**src/rtl/instr_fetch_if.sv**
```systemverilog
// -----------------------------------------------------------------------------
// instr_fetch_if
// Request/response bus between the fetch stage and instruction memory.
//
//   imem_req    fetch -> mem   request valid; held until the ready cycle
//   imem_addr   fetch -> mem   request address; stable while req is high
//   imem_rdata  mem -> fetch   instruction word, meaningful when imem_ready=1
//   imem_ready  mem -> fetch   completion strobe, may coincide with req rising
//
// master: the fetch stage.  slave: the memory.
// -----------------------------------------------------------------------------
interface instr_fetch_if;
    logic        imem_req;
    logic [31:0] imem_addr;
    logic [31:0] imem_rdata;
    logic        imem_ready;

    modport master (
        output imem_req,
        output imem_addr,
        input  imem_rdata,
        input  imem_ready
    );

    modport slave (
        input  imem_req,
        input  imem_addr,
        output imem_rdata,
        output imem_ready
    );
endinterface

```
**src/rtl/instr_fetch.sv**
```systemverilog
// -----------------------------------------------------------------------------
// instr_fetch
// Fetch stage feeding decode.  Holds the PC, issues requests to a
// variable-latency instruction memory, drives the IF/ID register and accepts
// redirects from decode (jump/register jump) and execute (taken branch).
// A one-entry skid buffer catches a response that lands during a stall.
//
// Ports
//   clk            clock, rising edge
//   rst            asynchronous active-high reset
//   stall          freeze IF/ID (hazard)
//   jmp_sel        00 seq, 01 absolute jump, 10 register jump, 11 no redirect
//   jump_addr      absolute jump target
//   reg_target     register jump target
//   branch_taken   execute resolved a taken branch (overrides stall)
//   branch_target  branch target
//   imem           instruction memory bus (master side)
//   instr_id       IF/ID instruction (0 = NOP on a bubble)
//   pc_id          IF/ID PC of instr_id
//   valid_id       IF/ID holds a real instruction
//
// States
//   state | meaning
//   IDLE  | first cycle after reset, no request yet
//   REQ   | request to pc outstanding (or about to complete)
//   BUF   | response captured in skid buffer, waiting for stall to drop
//   DROP  | stale request still in flight after a redirect; its data is
//         | thrown away when it completes
// -----------------------------------------------------------------------------
module instr_fetch #(
    parameter logic [31:0] RESET_PC = 32'h0000_0000,
    parameter int unsigned PC_STEP  = 4
) (
    input  logic                 clk,
    input  logic                 rst,
    input  logic                 stall,
    input  logic [1:0]           jmp_sel,
    input  logic [31:0]          jump_addr,
    input  logic [31:0]          reg_target,
    input  logic                 branch_taken,
    input  logic [31:0]          branch_target,
    instr_fetch_if.master        imem,
    output logic [31:0]          instr_id,
    output logic [31:0]          pc_id,
    output logic                 valid_id
);

    localparam logic [31:0] STEP = 32'(PC_STEP);

    typedef enum logic [1:0] {
        IDLE = 2'd0,
        REQ  = 2'd1,
        BUF  = 2'd2,
        DROP = 2'd3
    } state_t;

    state_t      state;
    logic [31:0] pc;
    logic [31:0] skid_instr;
    logic [31:0] skid_pc;
    logic        req_q;
    logic [31:0] addr_q;

    logic        redirect;
    logic [31:0] target;
    logic [31:0] pc_next;

    assign imem.imem_req  = req_q;
    assign imem.imem_addr = addr_q;
    assign pc_next        = pc + STEP;

    // Decode-side jumps only count when decode is actually consuming a valid
    // entry; a taken branch from execute always wins, even under stall.
    always_comb begin
        redirect = 1'b0;
        target   = branch_target;
        if (branch_taken) begin
            redirect = 1'b1;
            target   = branch_target;
        end else if (valid_id && !stall) begin
            case (jmp_sel)
                2'b01: begin
                    redirect = 1'b1;
                    target   = jump_addr;
                end
                2'b10: begin
                    redirect = 1'b1;
                    target   = reg_target;
                end
                default: begin
                    redirect = 1'b0;
                    target   = branch_target;
                end
            endcase
        end
    end

    always_ff @(posedge clk or posedge rst) begin
        if (rst) begin
            state      <= IDLE;
            pc         <= RESET_PC;
            skid_instr <= 32'h0000_0000;
            skid_pc    <= 32'h0000_0000;
            req_q      <= 1'b0;
            addr_q     <= RESET_PC;
            instr_id   <= 32'h0000_0000;
            pc_id      <= 32'h0000_0000;
            valid_id   <= 1'b0;
        end else if (redirect) begin
            pc       <= target;
            valid_id <= 1'b0;
            instr_id <= 32'h0000_0000;
            if (req_q && !imem.imem_ready) begin
                // Old request must still complete once; keep req/addr as-is.
                state <= DROP;
            end else begin
                state  <= REQ;
                req_q  <= 1'b1;
                addr_q <= target;
            end
        end else begin
            case (state)
                IDLE: begin
                    state  <= REQ;
                    req_q  <= 1'b1;
                    addr_q <= pc;
                end

                REQ: begin
                    if (imem.imem_ready) begin
                        pc     <= pc_next;
                        addr_q <= pc_next;
                        if (!stall) begin
                            valid_id <= 1'b1;
                            instr_id <= imem.imem_rdata;
                            pc_id    <= pc;
                        end else begin
                            skid_instr <= imem.imem_rdata;
                            skid_pc    <= pc;
                            req_q      <= 1'b0;
                            state      <= BUF;
                        end
                    end else if (!stall) begin
                        valid_id <= 1'b0;
                        instr_id <= 32'h0000_0000;
                    end
                end

                BUF: begin
                    if (!stall) begin
                        valid_id <= 1'b1;
                        instr_id <= skid_instr;
                        pc_id    <= skid_pc;
                        req_q    <= 1'b1;
                        addr_q   <= pc;
                        state    <= REQ;
                    end
                end

                DROP: begin
                    if (!stall) begin
                        valid_id <= 1'b0;
                        instr_id <= 32'h0000_0000;
                    end
                    if (imem.imem_ready) begin
                        addr_q <= pc;
                        state  <= REQ;
                    end
                end

                default: begin
                    state <= IDLE;
                    req_q <= 1'b0;
                end
            endcase
        end
    end

endmodule
```
**src/flat_wrapper.sv**
```systemverilog
// flat-port wrapper written by rule: the top's interface ports become plain ports
module instr_fetch_flat 
#(
    parameter logic [31:0] RESET_PC = 32'h0000_0000,
    parameter int unsigned PC_STEP  = 4
)
  (clk, rst, stall, jmp_sel, jump_addr, reg_target, branch_taken, branch_target, instr_id, pc_id, valid_id, imem_imem_req, imem_imem_addr, imem_imem_rdata, imem_imem_ready);
  instr_fetch_if imem_i ();
  input  logic clk;
  input  logic rst;
  input  logic stall;
  input  logic [1:0] jmp_sel;
  input  logic [31:0] jump_addr;
  input  logic [31:0] reg_target;
  input  logic branch_taken;
  input  logic [31:0] branch_target;
  output logic [31:0] instr_id;
  output logic [31:0] pc_id;
  output logic valid_id;
  output wire logic [$bits(imem_i.imem_req)-1:0] imem_imem_req;
  output wire logic [$bits(imem_i.imem_addr)-1:0] imem_imem_addr;
  input wire logic [$bits(imem_i.imem_rdata)-1:0] imem_imem_rdata;
  input wire logic [$bits(imem_i.imem_ready)-1:0] imem_imem_ready;
  assign imem_imem_req = imem_i.imem_req;
  assign imem_imem_addr = imem_i.imem_addr;
  assign imem_i.imem_rdata = imem_imem_rdata;
  assign imem_i.imem_ready = imem_imem_ready;
  instr_fetch #(.RESET_PC(RESET_PC), .PC_STEP(PC_STEP)) u_core (.clk(clk), .rst(rst), .stall(stall), .jmp_sel(jmp_sel), .jump_addr(jump_addr), .reg_target(reg_target), .branch_taken(branch_taken), .branch_target(branch_target), .imem(imem_i), .instr_id(instr_id), .pc_id(pc_id), .valid_id(valid_id));
endmodule
```
**config.mk**
```make
export PLATFORM = sky130hd
export DESIGN_NAME = instr_fetch_flat
export DESIGN_NICKNAME = d
export VERILOG_FILES = /design/src/rtl/instr_fetch_if.sv /design/src/rtl/instr_fetch.sv /design/src/flat_wrapper.sv
export SDC_FILE = /design/constraint.sdc
export NUM_CORES = 1
export LEC_CHECK = 0
export CORE_MARGIN = 10
export CORE_UTILIZATION = 47
export DETAILED_ROUTE_END_ITERATION = 10
export PLACE_DENSITY = 0.83
export SYNTH_ARGS = -nofsm -noshare
export SYNTH_HDL_FRONTEND = slang
export SYNTH_SLANG_ARGS = --single-unit
export TNS_END_PERCENT = 5
```
**constraint.sdc**
```tcl
create_clock -name clk -period 6.1 [get_ports clk]
set_input_delay 1.22 -clock clk [delete_from_list [all_inputs] [get_ports clk]]
set_output_delay 1.22 -clock clk [all_outputs]
set_load 0.05 [all_outputs]
```
==> summary.txt, run 1 <==
Run status
  • Outcome: finished clean

Global route
  • First-pass GRT wire length: 51.3 mm
  • Overall track demand over capacity in global routing: 0.222
  • Maximum number of pins on one net before global-route repair: 104
  • Number of global-route vias before repair: 9146
  • GR met2 Demand/Resource: 0.356
  • Met1 track utilization from global routing: 0.278
  • Met3 usage: 0.0657
  • Top Usage Layer GRT: met2
  • Antenna violations before repair: 0
  • Overall overflow remaining after global route: 0

Hold path
  • Worst hold path class: flop to flop

Drt
  • Via Count: 9590
  • DRC violation total after the first TritonRoute iteration: 1351
  • Vias per cell: 6.28
  • Detailed-router iteration count before antenna repair: 8
  • Total wirelength of the detailed-routed design: 33.1 mm
  • DRC violations left: 0
  • WL/cell: 21.7 µm
  • Count of nets left with antenna violations after detail routing: 0

Logic synthesis
  • Share of async-settable or async-resettable flops after synthesis: 1.00
  • Number of instances in the synthesized netlist: 1070
  • Dominant register cell in the synthesized netlist: sky130_fd_sc_hd__dfrtp_1
  • Share of Yosys cell area claimed by the top area cell type: 0.462
  • Fraction of the yosys area taken by sequential cells: 0.462
  • Biggest area contributors in the synthesized netlist: sky130_fd_sc_hd__dfrtp_1, sky130_fd_sc_hd__mux2_2, sky130_fd_sc_hd__nand2_1, sky130_fd_sc_hd__mux2i_1, sky130_fd_sc_hd__a222oi_1
  • Number of flops mapped to enable cells by yosys: 0
  • Synthesized area: 10600 µm²
  • Synth top cells by count: sky130_fd_sc_hd__dfrtp_1, sky130_fd_sc_hd__nand2_1, sky130_fd_sc_hd__o21ai_0
  • Avg Cell Area, Syn: 9.93 µm²
  • Seq cells post-synth: 196
  • Most instantiated library cell after synthesis: sky130_fd_sc_hd__dfrtp_1
  • Syn Nets: 1212
  • Synth unique cells: 64
  • Total of warnings raised by yosys: 0
  • Post-synth top area cell: sky130_fd_sc_hd__dfrtp_1

Clock tree
  • Clock buffers created by TritonCTS: 17
  • Post-CTS repair timing setup buffer count: 0
  • Register clock-pin slew on the reported worst setup and hold paths: 0.07 ns
  • Skew-Pair Late Insertion Delay: 0.44 ns
  • Hold buffers post-CTS: 0
  • H-tree depth: 4
  • CTS Root Cell: sky130_fd_sc_hd__clkbuf_16
  • Clock tree from TritonCTS: built
  • Num Clock Sinks: 196
  • Post-cts resize count: 0
  • Bufs on Longest Clock Path: 2

Floorplan
  • Number of rows in the core area: 54
  • Top-level I/O count: 233
  • Height of the die: 170 µm
  • Starting Density: 0.482
  • Horizontal die dimension: 170 µm
  • Area inside the core boundary: 22000 µm²
  • Die outline area: 29000 µm²

Layout
  • Nets: 1375
  • Diodes inserted: 0
  • Fraction of layout instances using a drive strength above 1: 0.109
  • Area of all placed cells without fillers: 13600 µm²
  • Layout area overhead: 27.9%

Timing
  • Period minus WS final: 4.28 ns
  • Final period utilization: 0.702
  • Final slew viol count: 0
  • Final total negative setup slack: 0 ns
  • Worst Tran Pin Value: 1.19 ns
  • Setup violations, final: 0
  • Setup repair after global routing missed its margin: no
  • Worst slew margin relative to its limit: 0.210
  • Highest clock frequency the design can meet: 0.234 GHz
  • Setup skew after layout: 0.0152 ns
  • Number of endpoints with negative hold slack in the final report: 0

Power and ir drop
  • Maximum vdd drop: 226 µV
  • Switch share: 0.401
  • Internal power component: 3.07 mW
  • NetSw: 2.06 mW
  • Power, Total: 5.14 mW
  • Ratio of total power to cell area: 378 nW/µm²
  • Part of the power in registers: 0.382
  • Leakage power total: 5.32 nW
  • Clock share of power: 0.229
  • Relative contribution of combinational cells to total power: 0.389

Setup path
  • Required time of the worst setup path: 6.36 ns
  • Crit Path Category: input port to flop
  • Critical path startpoint category: input port
  • Element type at the critical path end: flop
  • Critical Path AT: 4.54 ns
  • Critical path fanouts, max: 34

Place
  • Last weighted congestion value of the routability-driven placer: 0.930
  • Count of input and output buffers: 232
  • Placement Cell Area: 13000 µm²
  • Post-DP HPWL: 23.0 mm

Job
  • Maxcap violations: 0
## cell type report
class,instances,area [µm²]
clock buffers,22,464
clock inverters,10,145
multi-input cells,755,5190
inverters,12,48.8
well taps,280,350
repair buffers,251,2470
fillers,1748,8450
flip-flops and latches,196,4900
## sequential cells by signal, summed over array words and instances (netlist names)
register and cells:
u_core.imem.imem_req 1, u_core.state 2, u_core.pc_id 32, u_core.skid_pc 32, u_core.pc 32, u_core.imem.imem_addr 32, u_core.valid_id 1, u_core.instr_id 32
u_core.skid_instr 32
## cells in the final DEF, fill, tap and decap left out, types with 23 or more instances in the layout
cell | netlist | final
sky130_fd_sc_hd__clkdlybuf4s50_1 | 0 | 231
sky130_fd_sc_hd__dfrtp_1 | 196 | 196
sky130_fd_sc_hd__nand2_1 | 145 | 145
sky130_fd_sc_hd__o21ai_0 | 64 | 64
sky130_fd_sc_hd__mux2_2 | 61 | 61
sky130_fd_sc_hd__a21oi_1 | 53 | 53
sky130_fd_sc_hd__nor2_1 | 40 | 38
sky130_fd_sc_hd__o31ai_1 | 37 | 37
sky130_fd_sc_hd__mux2i_1 | 34 | 34
sky130_fd_sc_hd__a222oi_1 | 32 | 32
sky130_fd_sc_hd__a22oi_1 | 30 | 30
sky130_fd_sc_hd__nor3_1 | 28 | 28
sky130_fd_sc_hd__a22o_1 | 27 | 27
sky130_fd_sc_hd__nand3_1 | 24 | 23
## kinds of logic after synthesis
| kind of cell | after synthesis | share of synthesized area |
|---|---|---|
| compound gates | 324 | 0.221 |
| simple gates | 297 | 0.133 |
| flops | 196 | 0.462 |
| buf+inv | 119 | 0.0530 |
| mux | 95 | 0.0967 |
| xor+xnor | 32 | 0.0264 |
| fa+ha+maj | 7 | 0.00825 |
## path summary, 6_finish.rpt
| path | cells after the start | slack (ns) | start | endpoint |
|---|---|---|---|---|
| worst max register to register | 6 | 2.42 | u_core.state[0] | u_core.imem.imem_addr[18] |
| worst min register to register | 2 | 0.48 | u_core.pc_id[25] | u_core.pc_id[25] |
| min in group asynchronous | 2 | 1.25 | rst | u_core.skid_instr[28] |
| worst max-delay path | 8 | 1.82 | jmp_sel[0] | u_core.imem.imem_addr[18] |
| worst min-delay path | 2 | 0.48 | u_core.pc_id[25] | u_core.pc_id[25] |
| max in group asynchronous | 3 | 3.59 | rst | u_core.pc[16] |
## per-layer routing
| layer | up-vias | share of wire |
|---|---|---|
| met3 | 60 | 0.10 |
| met1 | 4667 | 0.40 |
| met2 | 540 | 0.47 |
| met5 | - | 0 |
| met4 | 0 | 0.026 |
| li1 | 4323 | - |
## metrics by stage
stage / hold slack (ns) / instances / utilization / setup WS (ns)
4_1_cts: 0.484 / 1526 / 0.616 / 1.88
3_5_place_dp: 0.469 / 1494 / 0.589 / 1.42
2_1_floorplan: 0.450 / 1070 / - / 2.35
6_report: 0.477 / 1526 / 0.616 / 1.82
3_3_place_gp: 0.461 / 1494 / 0.589 / 1.51
5_1_grt: 0.504 / 1526 / 0.616 / 1.66
## worst max-delay path, stage by stage
cell                              delay (ns)
sky130_fd_sc_hd__clkdlybuf4s50_1        0.48
sky130_fd_sc_hd__inv_1                  0.05
sky130_fd_sc_hd__ha_1                   0.30
sky130_fd_sc_hd__or3b_1                 0.40
sky130_fd_sc_hd__buf_4                  0.28
sky130_fd_sc_hd__o2111ai_2              0.51
sky130_fd_sc_hd__o21a_1                 1.03
sky130_fd_sc_hd__o221ai_1               0.26
## power by group through the flow
stage | Sequential (mW) | Combinational (mW) | Clock (mW)
after detailed placement | 1.97 | 2.00 | 0
after floorplan | 2.51 | 0.724 | 0
after CTS | 1.95 | 2.01 | 1.18
after global routing | 2.01 | 2.12 | 1.24
final | 1.96 | 2.00 | 1.18
after global placement | 1.94 | 1.97 | 0
Note: power is estimated with default switching activity, not from simulation.
==> run 2: changes to the inputs <==
--- a/config.mk
+++ b/config.mk
@@ -6,9 +6,9 @@
 export NUM_CORES = 1
 export LEC_CHECK = 0
 export CORE_MARGIN = 10
-export CORE_UTILIZATION = 47
+export CORE_UTILIZATION = 52
 export DETAILED_ROUTE_END_ITERATION = 10
-export PLACE_DENSITY = 0.83
+export PLACE_DENSITY = 0.87
 export SYNTH_ARGS = -nofsm -noshare
 export SYNTH_HDL_FRONTEND = slang
 export SYNTH_SLANG_ARGS = --single-unit
==> constraint.sdc (replaced) <==
create_clock -name clk -period 4.4 [get_ports clk]
set_input_delay 0.88 -clock clk [delete_from_list [all_inputs] [get_ports clk]]
set_output_delay 0.88 -clock clk [all_outputs]
set_load 0.05 [all_outputs]
==> run 2 against run 1 <==
Effect of this change:
- global-route usage rose by 3.2 points
- clock skew fell by 0.0029 ns
- power rose by 39%
- routed wire length rose by 5.4%
- clock-buffer cell count fell by 5
- non-clock buffer count rose by 6
- die area fell by 8.5%
==> summary.txt, run 2 (same netlist as run 1, synthesis figures left out) <==
Global route
  • Number of global-route vias before repair: 9398 (was 9146)
  • Antenna violations before repair: 2 (was 0)
  • First-pass GRT wire length: 53.7 mm (was 51.3 mm)
  • Overall overflow remaining after global route: 0 (unchanged)
  • Overall track demand over capacity in global routing: 0.253 (was 0.222)
  • Maximum number of pins on one net before global-route repair: 102 (was 104)

Run status
  • Outcome: finished clean (unchanged)

Timing
  • Setup repair after global routing missed its margin: no (unchanged)
  • Worst slew margin relative to its limit: 0.267 (was 0.210)
  • Setup skew after layout: 0.0123 ns (was 0.0152 ns)
  • Period minus WS final: 3.24 ns
  • Highest clock frequency the design can meet: 0.309 GHz
  • Final period utilization: 0.736
  • Final slew viol count: 0 (unchanged)
  • Worst Tran Pin Value: 1.10 ns (was 1.19 ns)
  • Number of endpoints with negative hold slack in the final report: 0 (unchanged)
  • Final total negative setup slack: 0 ns (unchanged)
  • Setup violations, final: 0 (unchanged)
  • Final worst-path setup slack: 1.16 ns (was 1.82 ns)

Clock tree
  • Bufs on Longest Clock Path: 2 (unchanged)
  • Skew-Pair Late Insertion Delay: 0.45 ns (was 0.44 ns)
  • H-tree depth: 4 (unchanged)
  • Hold buffers post-CTS: 0 (unchanged)
  • CTS Root Cell: sky130_fd_sc_hd__clkbuf_16 (unchanged)
  • Clock buffers created by TritonCTS: 17 (unchanged)
  • Post-cts resize count: 0 (unchanged)
  • Register clock-pin slew on the reported worst setup and hold paths: 0.07 ns (about the same)
  • Post-CTS repair timing setup buffer count: 0 (unchanged)
  • Num Clock Sinks: 196 (unchanged)
  • Clock tree from TritonCTS: built (unchanged)

Layout
  • Area of all placed cells without fillers: 13700 µm² (was 13600 µm²)
  • Fill cell total of the finished layout: 1515 (was 1748)
  • Number of standard cells in the final layout excluding fillers: 1524 (was 1526)
  • Nets: 1381 (was 1375)
  • Fraction of layout instances using a drive strength above 1: 0.117 (was 0.109)
  • Layout area overhead: 28.6% (was 27.9%)
  • Most common cell after layout, fill and taps aside: sky130_fd_sc_hd__clkdlybuf4s50_1 (unchanged)
  • Commonest cells after routing, fill and taps aside: sky130_fd_sc_hd__clkdlybuf4s50_1, sky130_fd_sc_hd__dfrtp_1, sky130_fd_sc_hd__nand2_1 (unchanged)

Drt
  • DRC violations left: 0 (unchanged)
  • WL/cell: 22.9 µm (was 21.7 µm)
  • Vias per cell: 6.40 (was 6.28)
  • Via Count: 9756 (was 9590)
  • DRC violation total after the first TritonRoute iteration: 1377 (was 1351)
  • Count of nets left with antenna violations after detail routing: 0 (unchanged)
  • Detailed-router iteration count before antenna repair: 6 (was 8)
  • Total wirelength of the detailed-routed design: 34.9 mm (was 33.1 mm)

Setup path
  • RR Startpoint: u_core.state[1] (was u_core.state[0])
  • Critical Path AT: 3.56 ns (was 4.54 ns)
  • Critical path startpoint category: input port (unchanged)
  • Peak per-stage delay on the critical path: 0.48 ns (was 1.03 ns)
  • Required time of the worst setup path: 4.72 ns (was 6.36 ns)
  • Cell breakdown of the critical path: clkdlybuf4s50_1 > inv_1 > ha_1 > or3b_1 > buf_4 > o2111ai_2 > buf_4 > o21ai_4 > mux2i_1 > o21ai_0 (was clkdlybuf4s50_1 > inv_1 > ha_1 > or3b_1 > buf_4 > o2111ai_2 > o21a_1 > o221ai_1)
  • Worst-case reg-to-reg path depth: 9 (was 6)
  • Worst reg-to-reg setup slack: 1.55 ns (was 2.42 ns)
  • Element type at the critical path end: flop (unchanged)
  • Critical path's most frequent cell: sky130_fd_sc_hd__buf_4
  • Critical path fanouts, max: 28 (was 34)
  • Reg2Reg Capture Point: u_core.instr_id[1] (was u_core.imem.imem_addr[18])
  • Crit Path Category: input port to flop (unchanged)
  • Critical-path cell with the highest stage delay: sky130_fd_sc_hd__clkdlybuf4s50_1 (was sky130_fd_sc_hd__o21a_1)

Power and ir drop
  • Ratio of total power to cell area: 524 nW/µm² (was 378 nW/µm²)
  • Maximum vdd drop: 348 µV (was 226 µV)
  • Leakage power total: 5.37 nW (was 5.32 nW)

Hold path
  • Hold path depth: 2 (unchanged)
  • End point of the worst hold path: u_core.imem.imem_addr[0] (was u_core.pc_id[25])
  • Worst hold path startpoint: u_core.imem.imem_addr[0] (was u_core.pc_id[25])
  • Worst hold path class: flop to flop (unchanged)

Place
  • Last weighted congestion value of the routability-driven placer: 0.947 (was 0.930)
  • Placement Cell Area: 13000 µm² (about the same)
  • Placement Setup Slack: 0.802 ns (was 1.42 ns)
  • Count of input and output buffers: 232 (unchanged)
  • Post-DP HPWL: 24.0 mm (was 23.0 mm)
  • Instance count after placement with tap cells included: 1490 (was 1494)

Floorplan
  • Top-level I/O count: 233 (unchanged)
  • Area inside the core boundary: 20200 µm² (was 22000 µm²)
  • Number of rows in the core area: 52 (was 54)
  • Starting Density: 0.527 (was 0.482)
  • Height of the die: 163 µm (was 170 µm)
  • Die outline area: 26500 µm² (was 29000 µm²)
  • Horizontal die dimension: 163 µm (was 170 µm)

Job
  • Maxcap violations: 0 (unchanged)
[run 2: cell count changes in the layout (fill, tap and decap cells not counted), sizes merged, moves of 3 or more]
cell	change
clkbuf	-5
inv	+3
clkinv	+6
buf	+7
[run 2: critical path, delay by kind of cell]
| family | cells | cell delay (ns) |
|---|---|---|
| AOI/OAI and AO/OA | 3 | 0.53 |
| and+or+nand+nor | 1 | 0.43 |
| buffers and inverters | 4 | 1.11 |
| muxes | 1 | 0.24 |
| adders and majority gates | 1 | 0.36 |
[run 2: area by class of cell]
| cell class | instances | area [µm²] | area share |
|---|---|---|---|
| multi-input cells | 755 | 5190 | 0.380 |
| diodes | 2 | 5.00 | 0.000367 |
| well taps | 270 | 338 | 0.0247 |
| flip-flops and latches | 196 | 4900 | 0.359 |
| inverters | 12 | 48.8 | 0.00357 |
| clock inverters | 15 | 215 | 0.0158 |
| repair buffers | 257 | 2520 | 0.185 |
| clock buffers | 17 | 425 | 0.0312 |
[run 2: through the flow]
| stage | power (mW) | hold WS, ns | util |
|---|---|---|---|
| floorplan | 4.49 | 0.450 | - |
| global route | 7.47 | 0.496 | 0.677 |
| detailed placement | 5.51 | 0.467 | 0.645 |
| CTS | 7.17 | 0.473 | 0.677 |
| finish | 7.16 | 0.471 | 0.677 |
| global placement | 5.42 | 0.455 | 0.645 |
[run 2: worst max-delay path by stage]
stage | from | to | slack [ns] | depth (start not counted)
after floorplan | rst | u_core.imem.imem_addr[0] | 0.99 | 1
after global placement | jmp_sel[0] | u_core.imem.imem_addr[16] | 0.87 | 10
after detailed placement | jmp_sel[0] | u_core.imem.imem_addr[16] | 0.80 | 10
after CTS | jmp_sel[0] | u_core.imem.imem_addr[16] | 1.25 | 10
after global routing | jmp_sel[0] | u_core.imem.imem_addr[19] | 1.09 | 10
final | jmp_sel[0] | u_core.imem.imem_addr[19] | 1.16 | 10
[run 2: routing by layer]
metal	vias up	routed length (µm)	track usage
li1	4339	-	-
met1	4800	13700	0.327
met2	550	16800	0.405
met3	67	3480	0.0670
met4	0	867	0.0852
met5	-	0	0
[run 2: report_power, final]
part           internal [mW]  switching (mW)
combinational           1.02            1.77
sequential              2.31           0.402
clock                  0.835           0.823
total                   4.17            2.99
==> run 3: changes to the inputs <==
--- a/config.mk
+++ b/config.mk
@@ -6,9 +6,9 @@
 export NUM_CORES = 1
 export LEC_CHECK = 0
 export CORE_MARGIN = 10
-export CORE_UTILIZATION = 52
+export CORE_UTILIZATION = 47
 export DETAILED_ROUTE_END_ITERATION = 10
-export PLACE_DENSITY = 0.87
+export PLACE_DENSITY = 0.83
 export SYNTH_ARGS = -nofsm -noshare
 export SYNTH_HDL_FRONTEND = slang
 export SYNTH_SLANG_ARGS = --single-unit
==> constraint.sdc (replaced) <==
create_clock -name clk -period 2.96 [get_ports clk]
set_input_delay 0.592 -clock clk [delete_from_list [all_inputs] [get_ports clk]]
set_output_delay 0.592 -clock clk [all_outputs]
set_load 0.05 [all_outputs]
==> run 3 against run 2 <==
Effect of this change:
- clock skew grew 0.0034 ns
- setup slack lost 0.87 ns
- design area grew 1.6%
- clock power grew 34%
- sequential power grew 48%
- sequential share of layout area shrank 0.57 points
- critical path depth is the same
- critical path type unchanged
- power grew 46%
- routed wire length shrank 1.7%
- highest routed layer is now met5
- first-iteration DRC count grew 2.6%
- flip-flop and latch count is the same
- worst hold slack lost 0.0044 ns
==> summary.txt, run 3 (same netlist as run 1, synthesis figures left out) <==
Run status
  • Outcome: finished clean (unchanged)

Layout
  • Number of standard cells in the final layout excluding fillers: 1553 (was 1524)
  • Most common cell after layout, fill and taps aside: sky130_fd_sc_hd__clkdlybuf4s50_1 (unchanged)
  • Nets: 1404 (was 1381)
  • Area of all placed cells without fillers: 13900 µm² (was 13700 µm²)
  • Layout area overhead: 30.6% (was 28.6%)
  • Commonest cells after routing, fill and taps aside: sky130_fd_sc_hd__clkdlybuf4s50_1, sky130_fd_sc_hd__dfrtp_1, sky130_fd_sc_hd__nand2_1 (unchanged)
  • Diodes inserted: 0 (was 2)
  • Fill cell total of the finished layout: 1748 (was 1515)
  • Footprint of the multi-input gates: 5190 µm² (unchanged)
  • FF+latch area: 4900 µm² (unchanged)
  • Fraction of layout instances using a drive strength above 1: 0.130 (was 0.117)
  • End-of-flow core utilization: 0.630 (was 0.677)

Clock tree
  • Skew-Pair Late Insertion Delay: 0.44 ns (was 0.45 ns)
  • Post-CTS repair timing setup buffer count: 0 (unchanged)
  • Clock tree from TritonCTS: built (unchanged)
  • CTS Root Cell: sky130_fd_sc_hd__clkbuf_16 (unchanged)
  • Post-cts resize count: 0 (unchanged)
  • Hold buffers post-CTS: 0 (unchanged)
  • H-tree depth: 4 (unchanged)
  • Register clock-pin slew on the reported worst setup and hold paths: 0.07 ns (about the same)
  • Num Clock Sinks: 196 (unchanged)
  • Bufs on Longest Clock Path: 2 (unchanged)
  • Clock buffers created by TritonCTS: 17 (unchanged)

Job
  • Maxcap violations: 0 (unchanged)

Timing
  • Number of endpoints with negative hold slack in the final report: 0 (unchanged)
  • Min Hold Slack: 0.467 ns (was 0.471 ns)
  • Final period utilization: 0.901
  • Setup skew after layout: 0.0157 ns (was 0.0123 ns)
  • Period minus WS final: 2.67 ns
  • Setup repair after global routing missed its margin: no (unchanged)
  • Setup violations, final: 0 (unchanged)
  • Worst slew margin relative to its limit: 0.437 (was 0.267)
  • Worst Tran Pin Value: 0.842 ns (was 1.10 ns)
  • Highest clock frequency the design can meet: 0.375 GHz
  • Final slew viol count: 0 (unchanged)

Place
  • Count of input and output buffers: 232 (unchanged)
  • Instance count after placement with tap cells included: 1523 (was 1490)
  • Placement Cell Area: 13300 µm² (was 13000 µm²)
  • Last weighted congestion value of the routability-driven placer: 0.948 (was 0.947)
  • Post-DP HPWL: 24.5 mm (was 24.0 mm)

Setup path
  • Crit Path Category: input port to flop (unchanged)
  • RR Startpoint: u_core.pc[2] (was u_core.state[1])
  • Element type at the critical path end: flop (unchanged)
  • Required time of the worst setup path: 3.30 ns (was 4.72 ns)
  • Critical path startpoint category: input port (unchanged)
  • Critical path fanouts, max: 25 (was 28)
  • Source of the critical timing path: jmp_sel[0] (unchanged)
  • Critical Path AT: 3.01 ns (was 3.56 ns)

Power and ir drop
  • Switch share: 0.407 (was 0.418)
  • Ratio of total power to cell area: 755 nW/µm² (was 524 nW/µm²)
  • Clock share of power: 0.212 (was 0.231)
  • NetSw: 4.27 mW (was 2.99 mW)
  • Relative contribution of combinational cells to total power: 0.405 (was 0.389)
  • Leakage power total: 5.48 nW (was 5.37 nW)
  • Part of the power in registers: 0.383 (was 0.379)
  • Power, Total: 10.5 mW (was 7.16 mW)
  • Internal power component: 6.21 mW (was 4.17 mW)
  • Maximum vdd drop: 556 µV (was 348 µV)

Drt
  • WL/cell: 22.1 µm (was 22.9 µm)
  • Count of nets left with antenna violations after detail routing: 0 (unchanged)
  • Detailed-router iteration count before antenna repair: 6 (unchanged)
  • DRC violation total after the first TritonRoute iteration: 1413 (was 1377)
  • Via Count: 9858 (was 9756)
  • Total wirelength of the detailed-routed design: 34.3 mm (was 34.9 mm)
  • Vias per cell: 6.35 (was 6.40)
  • DRC violations left: 0 (unchanged)

Floorplan
  • Number of rows in the core area: 54 (was 52)
  • Starting Density: 0.482 (was 0.527)
  • Area inside the core boundary: 22000 µm² (was 20200 µm²)
  • Top-level I/O count: 233 (unchanged)
  • Height of the die: 170 µm (was 163 µm)
  • Die outline area: 29000 µm² (was 26500 µm²)
  • Horizontal die dimension: 170 µm (was 163 µm)

Global route
  • Maximum number of pins on one net before global-route repair: 67 (was 102)
  • First-pass GRT wire length: 54.1 mm (was 53.7 mm)
  • Number of global-route vias before repair: 9594 (was 9398)
  • Overall overflow remaining after global route: 0 (unchanged)
  • Antenna violations before repair: 1 (was 2)
  • Overall track demand over capacity in global routing: 0.233 (was 0.253)

Hold path
  • Worst hold path class: flop to flop (unchanged)
  • Worst hold path startpoint: u_core.imem.imem_addr[0] (unchanged)
run 3: worst max-delay path, cell delays in order:
cell and delay [ns]:
sky130_fd_sc_hd__clkdlybuf4s50_1 0.48, sky130_fd_sc_hd__inv_1 0.05, sky130_fd_sc_hd__ha_1 0.33, sky130_fd_sc_hd__or3b_1 0.48, sky130_fd_sc_hd__buf_12 0.21, sky130_fd_sc_hd__nand2_4 0.17
sky130_fd_sc_hd__nor2_1 0.08, sky130_fd_sc_hd__buf_4 0.19, sky130_fd_sc_hd__a21oi_1 0.18, sky130_fd_sc_hd__a2bb2oi_1 0.23
run 3: routing by layer:
metal  GRT usage  share of wire  wire length, µm
met5           0        0.00038               13
met4      0.0629          0.021              708
met3      0.0720           0.11             3670
met2       0.383           0.48            16300
met1       0.290           0.40            13500
run 3: metrics by stage:
step	setup TNS, ns	setup WS [ns]
after floorplan	-32.22	-0.164
after global routing	0	0.185
after global placement	0	0.0107
final	0	0.294
after CTS	0	0.308
after detailed placement	-1.02	-0.0641
run 3: area by class of cell:
type	count	area share
Inverter	12	0.00352
Tap cell	280	0.0253
Multi-Input combinational cell	755	0.374
Timing Repair Buffer	280	0.204
Sequential cell	196	0.354
Clock inverter	11	0.00767
Clock buffer	19	0.0319
run 3: worst paths after layout:
kind                       slack (ns)  depth (start not counted)                       end
max in group asynchronous        1.70                          3       u_core.instr_id[11]
hold reg to reg                  0.47                          2  u_core.imem.imem_addr[0]
min in group asynchronous        0.54                          2     u_core.skid_instr[24]
hold / removal                   0.47                          2  u_core.imem.imem_addr[0]
setup / recovery                 0.29                         10             u_core.pc[10]
setup reg to reg                 0.58                          6             u_core.pc[22]
run 3: power by group through the flow:
stage	Combinational (mW)	Clock [mW]	Sequential (mW)
detailed placement	4.25	0	4.04
finish	4.24	2.22	4.02
global route	4.50	2.36	4.11
CTS	4.27	2.24	4.00
global placement	4.18	0	4.00
floorplan	1.49	0	5.18
